==> src/rtl/ysyx_22050854_mul_ctrl.sv <==
// ysyx_22050854_mul_ctrl: sequences one RV64M multiply request through the pipelined multiplier
// Ports: clock/reset (async, active-high), flush; req_* request in (valid/ready, op, src1, src2, tag);
// mul_* multiplier issue/result; resp_* response out (valid/ready, data, tag).
// Optional YSYX_22050854_MUL_REUSE_EN: a MUL matching the last delivered MULH*'s operands reuses its low product.
module ysyx_22050854_mul_ctrl #(
  parameter int TAG_W = 5
) (
  input  logic             clock,
  input  logic             reset,
  input  logic             flush,
  input  logic             req_valid,
  output logic             req_ready,
  input  logic [2:0]       req_op,
  input  logic [63:0]      req_src1,
  input  logic [63:0]      req_src2,
  input  logic [TAG_W-1:0] req_tag,
  output logic             mul_valid,
  output logic             mul_mulw,
  output logic [1:0]       mul_signed,
  output logic [63:0]      mul_multiplicand,
  output logic [63:0]      mul_multiplier,
  input  logic             mul_ready,
  input  logic             mul_out_valid,
  input  logic [63:0]      mul_result_hi,
  input  logic [63:0]      mul_result_lo,
  output logic             resp_valid,
  input  logic             resp_ready,
  output logic [63:0]      resp_data,
  output logic [TAG_W-1:0] resp_tag
);
  typedef enum logic [2:0] {S_IDLE, S_ISSUE, S_WAIT, S_KILL, S_DONE} state_t;
  state_t r_state, w_next;
  logic [2:0] r_op;
  logic [63:0] r_src1, r_src2, r_data;
  logic [TAG_W-1:0] r_tag;
  logic w_accept, w_illegal, w_hit, w_take_hi, w_issue;
  logic [63:0] w_hit_data;
  assign w_accept = req_valid & req_ready;
  assign w_illegal = req_op > 3'd4;
  // MULH, MULHSU, MULHU (001..011) return the high half
  assign w_take_hi = ~r_op[2] & |r_op[1:0];
  assign w_issue = r_state == S_ISSUE;
`ifdef YSYX_22050854_MUL_REUSE_EN
  logic r_rv;
  logic [63:0] r_rs1, r_rs2, r_rlo, r_lo;
  // the low 64 bits of a product do not depend on signedness, so any MULH* low half serves a MUL
  assign w_hit = r_rv & (req_op == 3'd0) & (req_src1 == r_rs1) & (req_src2 == r_rs2);
  assign w_hit_data = r_rlo;
  always_ff @(posedge clock or posedge reset) begin
    if (reset) begin
      r_rv <= 1'b0;
      r_rs1 <= '0;
      r_rs2 <= '0;
      r_rlo <= '0;
      r_lo <= '0;
    end else begin
      if (r_state == S_WAIT && mul_out_valid) r_lo <= mul_result_lo;
      if (r_state == S_DONE && resp_ready && !flush) begin
        r_rv <= w_take_hi;
        r_rs1 <= r_src1;
        r_rs2 <= r_src2;
        r_rlo <= r_lo;
      end
    end
  end
`else
  assign w_hit = 1'b0;
  assign w_hit_data = '0;
`endif
  always_comb begin
    w_next = r_state;
    req_ready = (r_state == S_IDLE) & ~flush;
    mul_valid = w_issue & mul_ready & ~flush;
    mul_mulw = w_issue & (r_op == 3'd4);
    mul_signed = !w_issue ? 2'b00 : r_op == 3'd3 ? 2'b00 : r_op == 3'd2 ? 2'b10 : 2'b11;
    mul_multiplicand = w_issue ? r_src1 : '0;
    mul_multiplier = w_issue ? r_src2 : '0;
    resp_valid = r_state == S_DONE;
    resp_data = r_data;
    resp_tag = r_tag;
    case (r_state)
      S_IDLE:  w_next = !w_accept ? S_IDLE : (w_illegal | w_hit) ? S_DONE : S_ISSUE;
      S_ISSUE: w_next = flush ? S_IDLE : mul_ready ? S_WAIT : S_ISSUE;
      // a result landing with the flush is already the one to discard
      S_WAIT:  w_next = flush ? (mul_out_valid ? S_IDLE : S_KILL) : mul_out_valid ? S_DONE : S_WAIT;
      S_KILL:  w_next = mul_out_valid ? S_IDLE : S_KILL;
      S_DONE:  w_next = (flush | resp_ready) ? S_IDLE : S_DONE;
      default: w_next = S_IDLE;
    endcase
  end
  always_ff @(posedge clock or posedge reset) begin
    if (reset) begin
      r_state <= S_IDLE;
      r_op <= '0;
      r_src1 <= '0;
      r_src2 <= '0;
      r_tag <= '0;
      r_data <= '0;
    end else begin
      r_state <= w_next;
      if (w_accept) begin
        r_op <= req_op;
        r_src1 <= req_src1;
        r_src2 <= req_src2;
        r_tag <= req_tag;
        r_data <= w_hit ? w_hit_data : '0;
      end else if (r_state == S_WAIT && mul_out_valid && !flush) begin
        r_data <= w_take_hi ? mul_result_hi : mul_result_lo;
      end
    end
  end
endmodule

==> config.mk <==
export PLATFORM = sky130hd
export DESIGN_NAME = ysyx_22050854_mul_ctrl
export DESIGN_NICKNAME = d
export VERILOG_FILES = /design/src/rtl/ysyx_22050854_mul_ctrl.sv
export SDC_FILE = /design/constraint.sdc
export NUM_CORES = 1
export LEC_CHECK = 0
export ABC_CLOCK_PERIOD_IN_PS = 6430
export BUFFER_PORTS_ARGS = -buffer_cell sky130_fd_sc_hd__buf_2
export CAP_MARGIN = 20
export CORE_AREA = 2 2 187 189
export DETAILED_ROUTE_END_ITERATION = 7
export DIE_AREA = 0 0 189 191
export PLACE_DENSITY_LB_ADDON = 0.1
export REMOVE_ABC_BUFFERS = 1
export SYNTH_ARGS = -nofsm -noshare
export SYNTH_HDL_FRONTEND = slang
export SYNTH_SLANG_ARGS = --single-unit
==> constraint.sdc <==
create_clock -name clock -period 6.43 [get_ports clock]
set_clock_uncertainty 0.05 [all_clocks]
set_input_delay 0.9645 -clock clock [delete_from_list [all_inputs] [get_ports clock]]
set_output_delay 0.9645 -clock clock [all_outputs]
set_load 0.005 [all_outputs]
* Word-level counts from Yosys, hierarchy flattened
Cells that the tools add are included.
** Cells by class
- Bitwise operators :: 9
- $mul :: 0
- Divide/modulo/power cells :: 0
- Shift-type cells :: 0
- Eq/ne operators :: 7
- Reduce and logical (&&, ||, !) cells :: 6
- $add $sub $neg :: 0
- Muxes and demuxes :: 17
- Magnitude comparators :: 1
** Operators by type and width (count)
- $mux 64 :: 5
- $mux 3 :: 5
- $pmux 3 s5 :: 1
- $eq 3x2->1 const B :: 4
- $mux 2 :: 5
- $and 1x1->1 :: 6
- $eq 3x3->1 const B :: 2
- $eq 3x1->1 const B :: 1
- $gt 3x3->1 const B :: 1
- $logic_not 3->1 :: 1
- $logic_and 1x1->1 :: 2
- $not 1->1 :: 2
- $reduce_bool 2->1 :: 1
- $reduce_or 2->1 :: 1
- $logic_not 1->1 :: 1
- $mux 1 :: 1
- $or 1x1->1 :: 1
** Storage, ports and cells
- Bits in read-only memories :: 0
- RAM bits :: 0
- Logic and storage cells :: 46
- Latch bits :: 0
- Memories :: 0
- Bits in registers :: 203

* Logic depth before layout (Yosys ltp)
Gate-level depths: netlist of the first run.
- Word-level depth :: 5
- Depth in mapped cells :: 6
- Mapped depth without buffers :: 4

* Worst setup path after synthesis of the first run
Ideal clock, no wire load.
- Path kind :: input-to-output
- Start point :: input flush
- End point :: output req_ready
- Buffers on the path :: 0
- Arrival time :: 1.537 ns
- Data required time :: 5.415 ns
- Setup slack :: 3.879 ns
- Cell stages on the path :: 2
- Cells stage by stage :: or4_4 -> inv_2
** Between the ends
- Cells in the longest elaborated chain, start to end :: 2
** Ends and longest elaborated chain
- start: declaration :: line 10 : input logic flush,
- $not 1->1 :: line 72 : req_ready = (r_state == S_IDLE) & ~flush;
- $and 1x1->1 :: line 72
- end: declaration :: line 12 : output logic req_ready,
No other way between the ends.

* Worst setup path after layout of the first run
- Start point :: register r_state[1]
- End point :: output mul_multiplier[11]
** Between the ends
- Cells in the longest elaborated chain, start to end :: 2
** Ends and longest elaborated chain
- start: declaration :: line 32 : state_t r_state, w_next;
- start signal: assignment :: line 100 : r_state <= w_next;
- $eq 3x1->1 :: line 42 : assign w_issue = r_state == S_ISSUE;
- $mux 64 :: line 77 : mul_multiplier = w_issue ? r_src2 : '0;
- end: declaration :: line 21 : output logic [63:0] mul_multiplier,
No other way between the ends.

==> results of run 1 <==
state kept, by name (all words and copies together) (netlist names):
| name | flops |
|---|---|
| r_src1 | 64 |
| r_src2 | 64 |
| r_state | 3 |
| r_op | 3 |
| resp_tag | 5 |
| resp_data | 64 |
synthesized netlist by cell type, types with 2 or more instances:
library cell,instances
sky130_fd_sc_hd__mux2i_1,128
sky130_fd_sc_hd__clkbuf_1,28
sky130_fd_sc_hd__buf_1,2
sky130_fd_sc_hd__buf_2,11
sky130_fd_sc_hd__and2_1,128
sky130_fd_sc_hd__dfrtp_1,203
sky130_fd_sc_hd__o21ai_0,68
sky130_fd_sc_hd__mux2_4,129
sky130_fd_sc_hd__nor2_1,3
sky130_fd_sc_hd__buf_12,11
sky130_fd_sc_hd__mux2_2,7
sky130_fd_sc_hd__a21oi_1,2
sky130_fd_sc_hd__buf_6,4
sky130_fd_sc_hd__nor3b_1,3
routing by layer:
layer / global-route usage (%) / part of all wire (%)
met5: 0 / 0.13
met4: 4.36 / 1.7
met3: 6.04 / 10
met2: 26.5 / 47
met1: 20.2 / 41
how the worst min path moves through the flow:
stage / start / end / depth (start not counted)
2_1_floorplan: r_src1[62] / r_src1[62] / 1
3_3_place_gp: r_src1[37] / r_src1[37] / 1
3_5_place_dp: r_src2[0] / r_src2[0] / 1
4_1_cts: r_src2[0] / r_src2[0] / 1
5_1_grt: r_src2[10] / r_src2[10] / 1
6_report: r_src2[0] / r_src2[0] / 1
stage by stage:
step           area (µm²)  instances  setup TNS (ps)  hold slack (ps)  setup WS (ps)
3_3_place_gp        12700       1625               0              436           2550
4_1_cts             13500       1669               0              451           2580
2_1_floorplan        9680        688         -301660              421          -4320
6_report            13500       1673               0              447           2720
5_1_grt             13500       1672               0              461           2460
3_5_place_dp        12700       1625               0              433           2560
worst max-delay path, cell delays in order (launching register included):
cell and delay [ps]:
sky130_fd_sc_hd__dfrtp_1 440, sky130_fd_sc_hd__nand2b_1 250, sky130_fd_sc_hd__nor2_4 690, sky130_fd_sc_hd__buf_12 350, sky130_fd_sc_hd__and2_1 240, sky130_fd_sc_hd__buf_2 150
power by group through the flow:
| stage | combinational (W) | sequential [W] | clock (W) |
|---|---|---|---|
| after CTS | 0.00112 | 0.00171 | 0.00144 |
| after floorplan | 0.000820 | 0.00169 | 0 |
| after detailed placement | 0.00112 | 0.00172 | 0 |
| after global placement | 0.00111 | 0.00173 | 0 |
| final | 0.00110 | 0.00171 | 0.00138 |
| after global routing | 0.00119 | 0.00175 | 0.00150 |
final cells by class:
class	count	area [µm²]	area share, %
Antenna cell	4	10.0	0.0739
Clock buffer	36	727	5.37
Clock inverter	8	73.8	0.545
Inverter	3	18.8	0.139
Multi-Input combinational cell	482	4620	34.1
Sequential cell	203	5080	37.5
Tap cell	455	569	4.20
Timing Repair Buffer	482	2450	18.1
kinds of logic after synthesis:
group                  after synthesis  share of synthesized area [%]
AO/OA/AOI/OAI                       72                           3.64
multiplexers                       264                           32.6
buffers and inverters               59                           4.39
flip-flops                         203                           50.2
AND/OR/NAND/NOR                    146                           9.14
==> out/results.env, run 1 <==
RUN_STATUS='complete, no violations'
GRT.OVERFLOW.TOTAL=0
MOSTFREQUENTLAYOUTCELL='sky130_fd_sc_hd__buf_2'
CRIT-REG2REG-CAPTURE='resp_tag[1]'
SEQ_AREA_FRAC_SYNTH_PCT=50.2
LAYOUT_COMMON_CELLS='sky130_fd_sc_hd__buf_2, sky130_fd_sc_hd__dfrtp_1, sky130_fd_sc_hd__mux2_4'
TOP_LEVEL_PORTS=474
HOLDCRITPATHCLASS='reg -> reg'
NUMBER_OF_SINKS_DRIVEN_BY_THE_CLOCK_TREE=203
INITIAL_CORE_UTIL_PCT=29.6
SYNTHARSTFLOPSHARE_PCT=100
TIGHTESTPINTRANSITION_PS=937
VIAS_IN_THE_FIRST_GLOBAL_ROUTE=7533
REG2REG_DEPTH=5
HTREE_LEVELS=1
SYNTH_TOP_AREA_SHARE_PCT=50.2
SHARE_CLK_OF_TOTAL_POWER_PCT=33.0
CTS-HOLD-FIX-BUFFERS=0
DRV_CAP=0
CLK_LATENCY_PS=510
SYN_AVG_CELL_AREA_UM2=13.6
HPWLAFTERDP_MM=21.7
CRITPATHCAPTURE='mul_multiplier[11]'
VDD.IR_DROP.WORST_mV=0.160
SYNTH.TOP_CELLS.BY_AREA='sky130_fd_sc_hd__dfrtp_1, sky130_fd_sc_hd__mux2_4, sky130_fd_sc_hd__mux2i_1'
POST_CTS_RESIZE_COUNT=0
REG2REG_SLACK_PS=3100
YOSYSUNIQUECELLTYPES=31
CRITICALPATHCATEGORY='reg -> out'
POSTROUTEANTENNANETS=0
CORE_AREA_UM2=34100
REPORT.FINAL.SETUP_VIOL=0
TRITONCTS.NUM_BUFFERS=25
CTS.ROOT.BUFFER_CELL='sky130_fd_sc_hd__clkbuf_16'
SW_FRAC_OF_TOTAL_PCT=27.5
FLOW.AREA_GROWTH_FROM_SYNTHESIS_PCT=34.0
VIAS_PER_CELL=4.35
INTERNAL_POWER_W=0.00304
TIMING.SLEW.HEADROOM_PCT=37.5
DIE-HEIGHT_UM=191
START_KIND='register'
SYNTH.FF_LATCH_COUNT=203
POST_SYNTH_INST_COUNT=744
SEQPWRFRAC_PCT=40.9
NUM_ROWS=68
FIN_TOTAL_PWR_W=0.00419
UNREPAIRED_SETUP_ENDPOINTS_AFTER_GLOBAL_ROUTING='no'
SETUP.WORST_PATH.START='r_state[1]'
POWER.DENSITY_nW_PER_UM2=309
CP.REQUIRED_PS=5420
NUMBER_OF_ENABLE_TYPE_REGISTER_CELLS_IN_THE_SYNTHESIZED_NETLIST=0
ENDPOINT_KIND='output port'
WORST_SETUP_HOLD_PATH_CLK_SLEW_PS=60
GRT_FIRST_PASS_WIRELENGTH_MM=45.6
WEIGHTED_CONGESTION_AT_THE_END_OF_ROUTABILITY_DRIVEN_GLOBAL_PLACEMENT=0.756
DIE-AREA_UM2=36100
WIRE_PER_INST_UM=18.3
CRITICAL_PATH.MAX_FANOUT=86
WORST_EP_ARRIVAL_TIME_PS=2700
SLEW_VIOLATIONS=0
POST-CTS-SETUP-BUFFER-COUNT=0
YS_WARN_COUNT=0
MAXIMUM_NUMBER_OF_PINS_ON_ONE_NET_BEFORE_GLOBAL_ROUTE_REPAIR=101
FINAL_MIN_PERIOD_OVER_CLOCK_PERIOD_PCT=57.7
FIN_NETS=1468
DRT_ITER0_MARKERS=218
COMB_POWER_SHARE_PCT=26.2
SWITCHING_POWER_TOTAL_W=0.00115
REGTOREGSTARTPOINT='r_state[2]'
POST-SYNTH-TOP-AREA-CELL='sky130_fd_sc_hd__dfrtp_1'
DRIVE_GT1_SHARE_PCT=54.9
CLOCK_TREE.BUFFER_DEPTH=3
ROUTED_WL_MM=30.6
FINISH.UTILIZATION_PCT=39.7
TOTAL_LEAKAGE_POWER_nW=7.40
PORTBUFFERS=473
DIE_W_UM=189
FINAL.MIN_CLOCK_PERIOD_PS=3710
ANTENNA_VIOLATIONS_BEFORE_REPAIR=8
DRT-PASS1-ITER-COUNT=4
ROUTE.VIAS.TOTAL=7282
FILLCELLCOUNT=3366
FINAL_HOLD_VIOL_COUNT=0
MAX_FREQ_MHz=269
GLOBAL_ROUTE.USAGE.TOTAL_PCT=16.3
SYNTH_FLOP_CELL='sky130_fd_sc_hd__dfrtp_1'
NETLIST_AREA_UM2=10100
CTS_TREE='done'
DRC_ERRORS=0
No activity file was read; power rests on OpenSTA's default activity.
==> inputs of run 2 (changes only) <==
- ABC_CLOCK_PERIOD_IN_PS: 6430 -> 3410
- clock period: 6.43 -> 3.41 ns (I/O delays scaled with it)
==> out/results.env, run 2 (synthesized netlist as in run 1, its figures left out) <==
ROUTED_WL_MM=30.3  # was 30.6 mm
CRITICAL_PATH.MAX_FANOUT=75  # was 86
DIE_W_UM=189  # unchanged
FIN_AREA_UM2=13700  # was 13500 µm²
POST-CTS-SETUP-BUFFER-COUNT=0  # unchanged
REG2REG_DEPTH=5  # unchanged
CP.DEPTH=5  # unchanged
DRIVE_GT1_SHARE_PCT=54.7  # was 54.9%
FILLCELLCOUNT=3352  # was 3366
REPORT.FINAL.SETUP_VIOL=0  # unchanged
DRT_ITER0_MARKERS=180  # was 218
VIAS_PER_CELL=4.36  # was 4.35
GLOBAL_ROUTE.USAGE.TOTAL_PCT=16.1  # was 16.3%
WORST_EP_ARRIVAL_TIME_PS=2300  # was 2700 ps
WORST_SETUP_HOLD_PATH_CLK_SLEW_PS=60  # about the same
CTS.ROOT.BUFFER_CELL='sky130_fd_sc_hd__clkbuf_16'  # unchanged
FIN_NETS=1472  # was 1468
RUN_STATUS='complete, no violations'  # unchanged
MAXIMUM_NUMBER_OF_PINS_ON_ONE_NET_BEFORE_GLOBAL_ROUTE_REPAIR=114  # was 101
POWER.DENSITY_nW_PER_UM2=588  # was 309 nW/µm²
COMBINED_BUFFER_AND_INVERTER_COUNT_ALONG_THE_CRITICAL_PATH=2  # unchanged
INITIAL_CORE_UTIL_PCT=29.6  # unchanged
POSTROUTEANTENNANETS=0  # unchanged
CLOCK_TREE.BUFFER_DEPTH=3  # unchanged
VIAS_IN_THE_FIRST_GLOBAL_ROUTE=7743  # was 7533
CRITICAL_PATH.CELL_CHAIN='nand2b_1 > nor2_4 > buf_4 > and2_1 > buf_2'  # was nand2b_1 > nor2_4 > buf_12 > and2_1 > buf_2
POST_CTS_RESIZE_COUNT=0  # unchanged
DIE-HEIGHT_UM=191  # unchanged
CRIT-REG2REG-CAPTURE='r_src1[48]'  # was resp_tag[1]
FLOW.AREA_GROWTH_FROM_SYNTHESIS_PCT=35.2  # was 34.0%
REG2REG_SLACK_PS=1020  # was 3100 ps
TOP_LEVEL_PORTS=474  # unchanged
DRT-PASS1-ITER-COUNT=4  # unchanged
WIRE_PER_INST_UM=18.1  # was 18.3 µm
HTREE_LEVELS=1  # unchanged
PLACEMENT.CELL_AREA_UM2=12800  # was 12700 µm²
UNREPAIRED_SETUP_ENDPOINTS_AFTER_GLOBAL_ROUTING='no'  # unchanged
CRITICALPATHCATEGORY='reg -> out'  # unchanged
ENDPOINT_KIND='output port'  # unchanged
DRC_ERRORS=0  # unchanged
LAYOUT_COMMON_CELLS='sky130_fd_sc_hd__buf_2, sky130_fd_sc_hd__dfrtp_1, sky130_fd_sc_hd__mux2_4'  # unchanged
FINAL_MIN_PERIOD_OVER_CLOCK_PERIOD_PCT=83.8
TOTAL_LEAKAGE_POWER_nW=7.46  # was 7.40 nW
START_KIND='register'  # unchanged
MAX_FREQ_MHz=350
TIMING.SLEW.HEADROOM_PCT=35.7  # was 37.5%
CRITICAL_PATH.TOP_DELAY_FAMILY='simple AND/OR/NAND/NOR gates'  # unchanged
MOSTFREQUENTLAYOUTCELL='sky130_fd_sc_hd__buf_2'  # unchanged
ROUTE.VIAS.TOTAL=7317  # was 7282
ANTENNA_VIOLATIONS_BEFORE_REPAIR=10  # was 8
CORE_AREA_UM2=34100  # unchanged
PORTBUFFERS=473  # unchanged
TIMING.CRITICAL_PATH.SLOWEST_STAGE_CELL='sky130_fd_sc_hd__buf_4'  # was sky130_fd_sc_hd__nor2_4
GRT.OVERFLOW.TOTAL=0  # unchanged
REGTOREGSTARTPOINT='r_state[1]'  # was r_state[2]
HOLDCRITPATHCLASS='in -> async'  # was reg -> reg
GRT_FIRST_PASS_WIRELENGTH_MM=45.4  # was 45.6 mm
CTS_TREE='done'  # unchanged
CTS-HOLD-FIX-BUFFERS=0  # unchanged
HPWLAFTERDP_MM=21.8  # was 21.7 mm
DRV_CAP=0  # unchanged
FIN_TOTAL_PWR_W=0.00804  # was 0.00419 W
VDD.IR_DROP.WORST_mV=0.341  # was 0.160 mV
FINAL.MIN_CLOCK_PERIOD_PS=2860
TIGHTESTPINTRANSITION_PS=959  # was 937 ps
CPPEAKSTAGEDELAY_PS=510  # was 690 ps
FINAL_HOLD_VIOL_COUNT=0  # unchanged
CRITPATHCAPTURE='mul_multiplicand[16]'  # was mul_multiplier[11]
CLK_LATENCY_PS=510  # about the same
SETUP.WORST_PATH.START='r_state[1]'  # unchanged
NUM_ROWS=68  # unchanged
NUMBER_OF_SINKS_DRIVEN_BY_THE_CLOCK_TREE=203  # unchanged
CP.REQUIRED_PS=2850  # was 5420 ps
DIE-AREA_UM2=36100  # unchanged
WEIGHTED_CONGESTION_AT_THE_END_OF_ROUTABILITY_DRIVEN_GLOBAL_PLACEMENT=0.761  # was 0.756
TRITONCTS.NUM_BUFFERS=25  # unchanged
SLEW_VIOLATIONS=0  # unchanged
run 2: worst min path at each step:
stage | to | slack, ps
3_5_place_dp | r_src1[49] | 430
6_report | r_src1[14] | 100
5_1_grt | r_src1[40] | 130
4_1_cts | r_src2[42] | 130
3_3_place_gp | r_src2[40] | 430
2_1_floorplan | r_src1[62] | 420
run 2: metal layers:
| metal | vias to the layer above | global-route usage, % | routed length, µm |
|---|---|---|---|
| li1 | 3491 | - | - |
| met1 | 3461 | 19.6 | 12400 |
| met2 | 311 | 27.3 | 14500 |
| met3 | 42 | 5.43 | 2830 |
| met4 | 12 | 4.06 | 553 |
| met5 | - | 0 | 92 |
run 2: per-stage QoR:
step | util [%] | setup slack (ps) | hold WS (ps) | cells | TNS, ps
floorplan | - | -6890 | 421 | 688 | -1058140
global placement | 37.6 | 870 | 434 | 1629 | 0
detailed placement | 37.6 | 851 | 434 | 1629 | 0
CTS | 40.1 | 505 | 128 | 1674 | 0
global route | 40.1 | 418 | 133 | 1677 | 0
finish | 40.1 | 552 | 96.8 | 1677 | 0
run 2: cell type report:
class                      count  area [µm²]  share of cell area (%)
inverter                       3        18.8                   0.137
clock inverter                 6         111                   0.814
sequential                   203        5080                    37.1
tap                          455         569                    4.16
antenna                        3        7.51                  0.0549
timing repair buffer         486        2540                    18.6
multi-input combinational    482        4620                    33.8
clock buffer                  39         728                    5.32
run 2: report_power, final:
part / total (W) / internal (W) / switching [W]
combinational: 0.00208 / 0.00124 / 0.000836
clock: 0.00272 / 0.00169 / 0.00103
sequential: 0.00324 / 0.00295 / 0.000297
total: 0.00804 / 0.00587 / 0.00217
==> inputs of run 3 (changes only) <==
- ABC_CLOCK_PERIOD_IN_PS: 3410 -> 2390
- clock period: 3.41 -> 2.39 ns (I/O delays scaled with it)
==> out/results.env, run 3 (synthesized netlist as in run 1, its figures left out) <==
FINAL.MIN_CLOCK_PERIOD_PS=2290
TRITONCTS.NUM_BUFFERS=25  # unchanged
POST-PLACE-WS_PS=270  # was 851 ps
GRT.OVERFLOW.TOTAL=0  # unchanged
DRV_CAP=0  # unchanged
SETUP.WORST_PATH.START='r_state[2]'  # was r_state[1]
MOSTFREQUENTLAYOUTCELL='sky130_fd_sc_hd__buf_2'  # unchanged
REPORT.FINAL.SETUP_VIOL=0  # unchanged
GLOBAL_ROUTE.USAGE.TOTAL_PCT=17.1  # was 16.1%
MAXIMUM_NUMBER_OF_PINS_ON_ONE_NET_BEFORE_GLOBAL_ROUTE_REPAIR=71  # was 114
REGTOREGSTARTPOINT='r_state[1]'  # unchanged
FIN_TOTAL_PWR_W=0.0118  # was 0.00804 W
TOTAL_LEAKAGE_POWER_nW=7.92  # was 7.46 nW
HOLD_PATH_STARTPOINT='req_src2[44]'
RUN_STATUS='complete, no violations'  # unchanged
CTS_TREE='done'  # unchanged
SLEW_VIOLATIONS=0  # unchanged
CLK_LATENCY_PS=520  # was 510 ps
TOP_LEVEL_PORTS=474  # unchanged
LAYOUT_COMMON_CELLS='sky130_fd_sc_hd__buf_2, sky130_fd_sc_hd__dfrtp_1, sky130_fd_sc_hd__mux2_4'  # unchanged
FINISH.UTILIZATION_PCT=43.0  # was 40.1%
GRT_FIRST_PASS_WIRELENGTH_MM=48.4  # was 45.4 mm
UNREPAIRED_SETUP_ENDPOINTS_AFTER_GLOBAL_ROUTING='no'  # unchanged
FINAL_HOLD_VIOL_COUNT=0  # unchanged
POWER.DENSITY_nW_PER_UM2=805  # was 588 nW/µm²
VIAS_PER_CELL=4.37  # was 4.36
DRT-PASS1-ITER-COUNT=4  # unchanged
TIGHTESTPINTRANSITION_PS=680  # was 959 ps
VDD.IR_DROP.WORST_mV=0.437  # was 0.341 mV
CP.REQUIRED_PS=1980  # was 2850 ps
MAX_FREQ_MHz=436
CTS.ROOT.BUFFER_CELL='sky130_fd_sc_hd__clkbuf_16'  # unchanged
HPWLAFTERDP_MM=22.7  # was 21.8 mm
DRIVE_GT1_SHARE_PCT=53.0  # was 54.7%
DIE-HEIGHT_UM=191  # unchanged
TIMING.SLEW.HEADROOM_PCT=54.5  # was 35.7%
FIN_NETS=1563  # was 1472
ROUTE.VIAS.TOTAL=7721  # was 7317
POSTROUTEANTENNANETS=0  # unchanged
DIE-AREA_UM2=36100  # unchanged
CRITICAL_PATH.MAX_FANOUT=8  # was 75
DIE_W_UM=189  # unchanged
DRC_ERRORS=0  # unchanged
WEIGHTED_CONGESTION_AT_THE_END_OF_ROUTABILITY_DRIVEN_GLOBAL_PLACEMENT=0.752  # was 0.761
FLOW.AREA_GROWTH_FROM_SYNTHESIS_PCT=45.2  # was 35.2%
CLOCK_TREE.BUFFER_DEPTH=3  # unchanged
WORST_SETUP_HOLD_PATH_CLK_SLEW_PS=60  # about the same
FINAL_MIN_PERIOD_OVER_CLOCK_PERIOD_PCT=95.9
START_KIND='register'  # unchanged
ANTENNA_VIOLATIONS_BEFORE_REPAIR=3  # was 10
PLACED_CELLS_INCL_TAPS=1643  # was 1629
VIAS_IN_THE_FIRST_GLOBAL_ROUTE=8238  # was 7743
NUMBER_OF_SINKS_DRIVEN_BY_THE_CLOCK_TREE=203  # unchanged
NUM_ROWS=68  # unchanged
FINAL_CELL_COUNT_WITHOUT_FILLERS=1768  # was 1677
CRITICALPATHCATEGORY='reg -> out'  # unchanged
PORTBUFFERS=473  # unchanged
DRT_ITER0_MARKERS=229  # was 180
INITIAL_CORE_UTIL_PCT=29.6  # unchanged
CORE_AREA_UM2=34100  # unchanged
ENDPOINT_KIND='output port'  # unchanged
HTREE_LEVELS=1  # unchanged
HOLDCRITPATHCLASS='in -> reg'  # was in -> async
POSTLAYOUTSETUPSLACKWORST_PS=97.4  # was 552 ps
WIRE_PER_INST_UM=18.1  # about the same
ROUTED_WL_MM=32.1  # was 30.3 mm
WORST_EP_ARRIVAL_TIME_PS=1880  # was 2300 ps
## run 3: power by group
group | internal [W] | switching (W) | total (W)
Combinational | 0.00197 | 0.00128 | 0.00325
Clock | 0.00242 | 0.00151 | 0.00393
Sequential | 0.00420 | 0.000436 | 0.00464
## run 3: critical path, stage by stage, from the launching register on
cell	delay (ps)
sky130_fd_sc_hd__dfrtp_1	390
sky130_fd_sc_hd__buf_4	170
sky130_fd_sc_hd__or2_2	340
sky130_fd_sc_hd__nor4b_1	270
sky130_fd_sc_hd__buf_2	180
## run 3: per-layer routing
layer	wire length [µm]	GRT usage (%)	share of wire, %	vias up
li1	-	-	-	3669
met1	13900	22.1	43	3692
met2	15300	29.1	48	319
met3	2370	4.00	7.4	41
met4	570	4.24	1.8	0
met5	0	0	0	-
## run 3: final cells by class
type	count	area [µm²]
fillers	3293	19400
clock inverters	13	146
clock buffers	32	712
flip-flops and latches	203	5080
repair buffers	577	3520
well taps	455	569
inverters	3	18.8
diodes	3	7.51
multi-input cells	482	4630
## run 3: through the flow
stage / TNS, ps / hold slack (ps) / area [µm²]
6_report: 0 / 27.8 / 14700
5_1_grt: 0 / 5.63 / 14700
3_3_place_gp: 0 / 433 / 13000
3_5_place_dp: 0 / 432 / 13000
4_1_cts: 0 / 0.0134 / 14700
2_1_floorplan: -1504940 / 421 / 9680
## run 3: path summary, 6_finish.rpt
check	slack (ps)	cells past startpoint	end
max in group asynchronous	1200	4	r_src2[61]
setup / recovery	100	4	mul_mulw
hold reg to reg	450	1	r_src2[38]
setup reg to reg	190	6	r_src2[2]
min in group asynchronous	420	3	r_src1[14]
hold / removal	30	2	r_src2[44]
## run 3: timing repair
| item | 4_1_cts | 5_1_grt |
|---|---|---|
| hold endpoints to repair | 135 | 0 |
| hold buffers | 73 | 0 |
| buffers inserted | 2 | 0 |
| cloned | 2 | 0 |
| gates resized for setup | 7 | 1 |
| endpoints found under the setup margin | 129 | 53 |
| pin swaps | 1 | 0 |
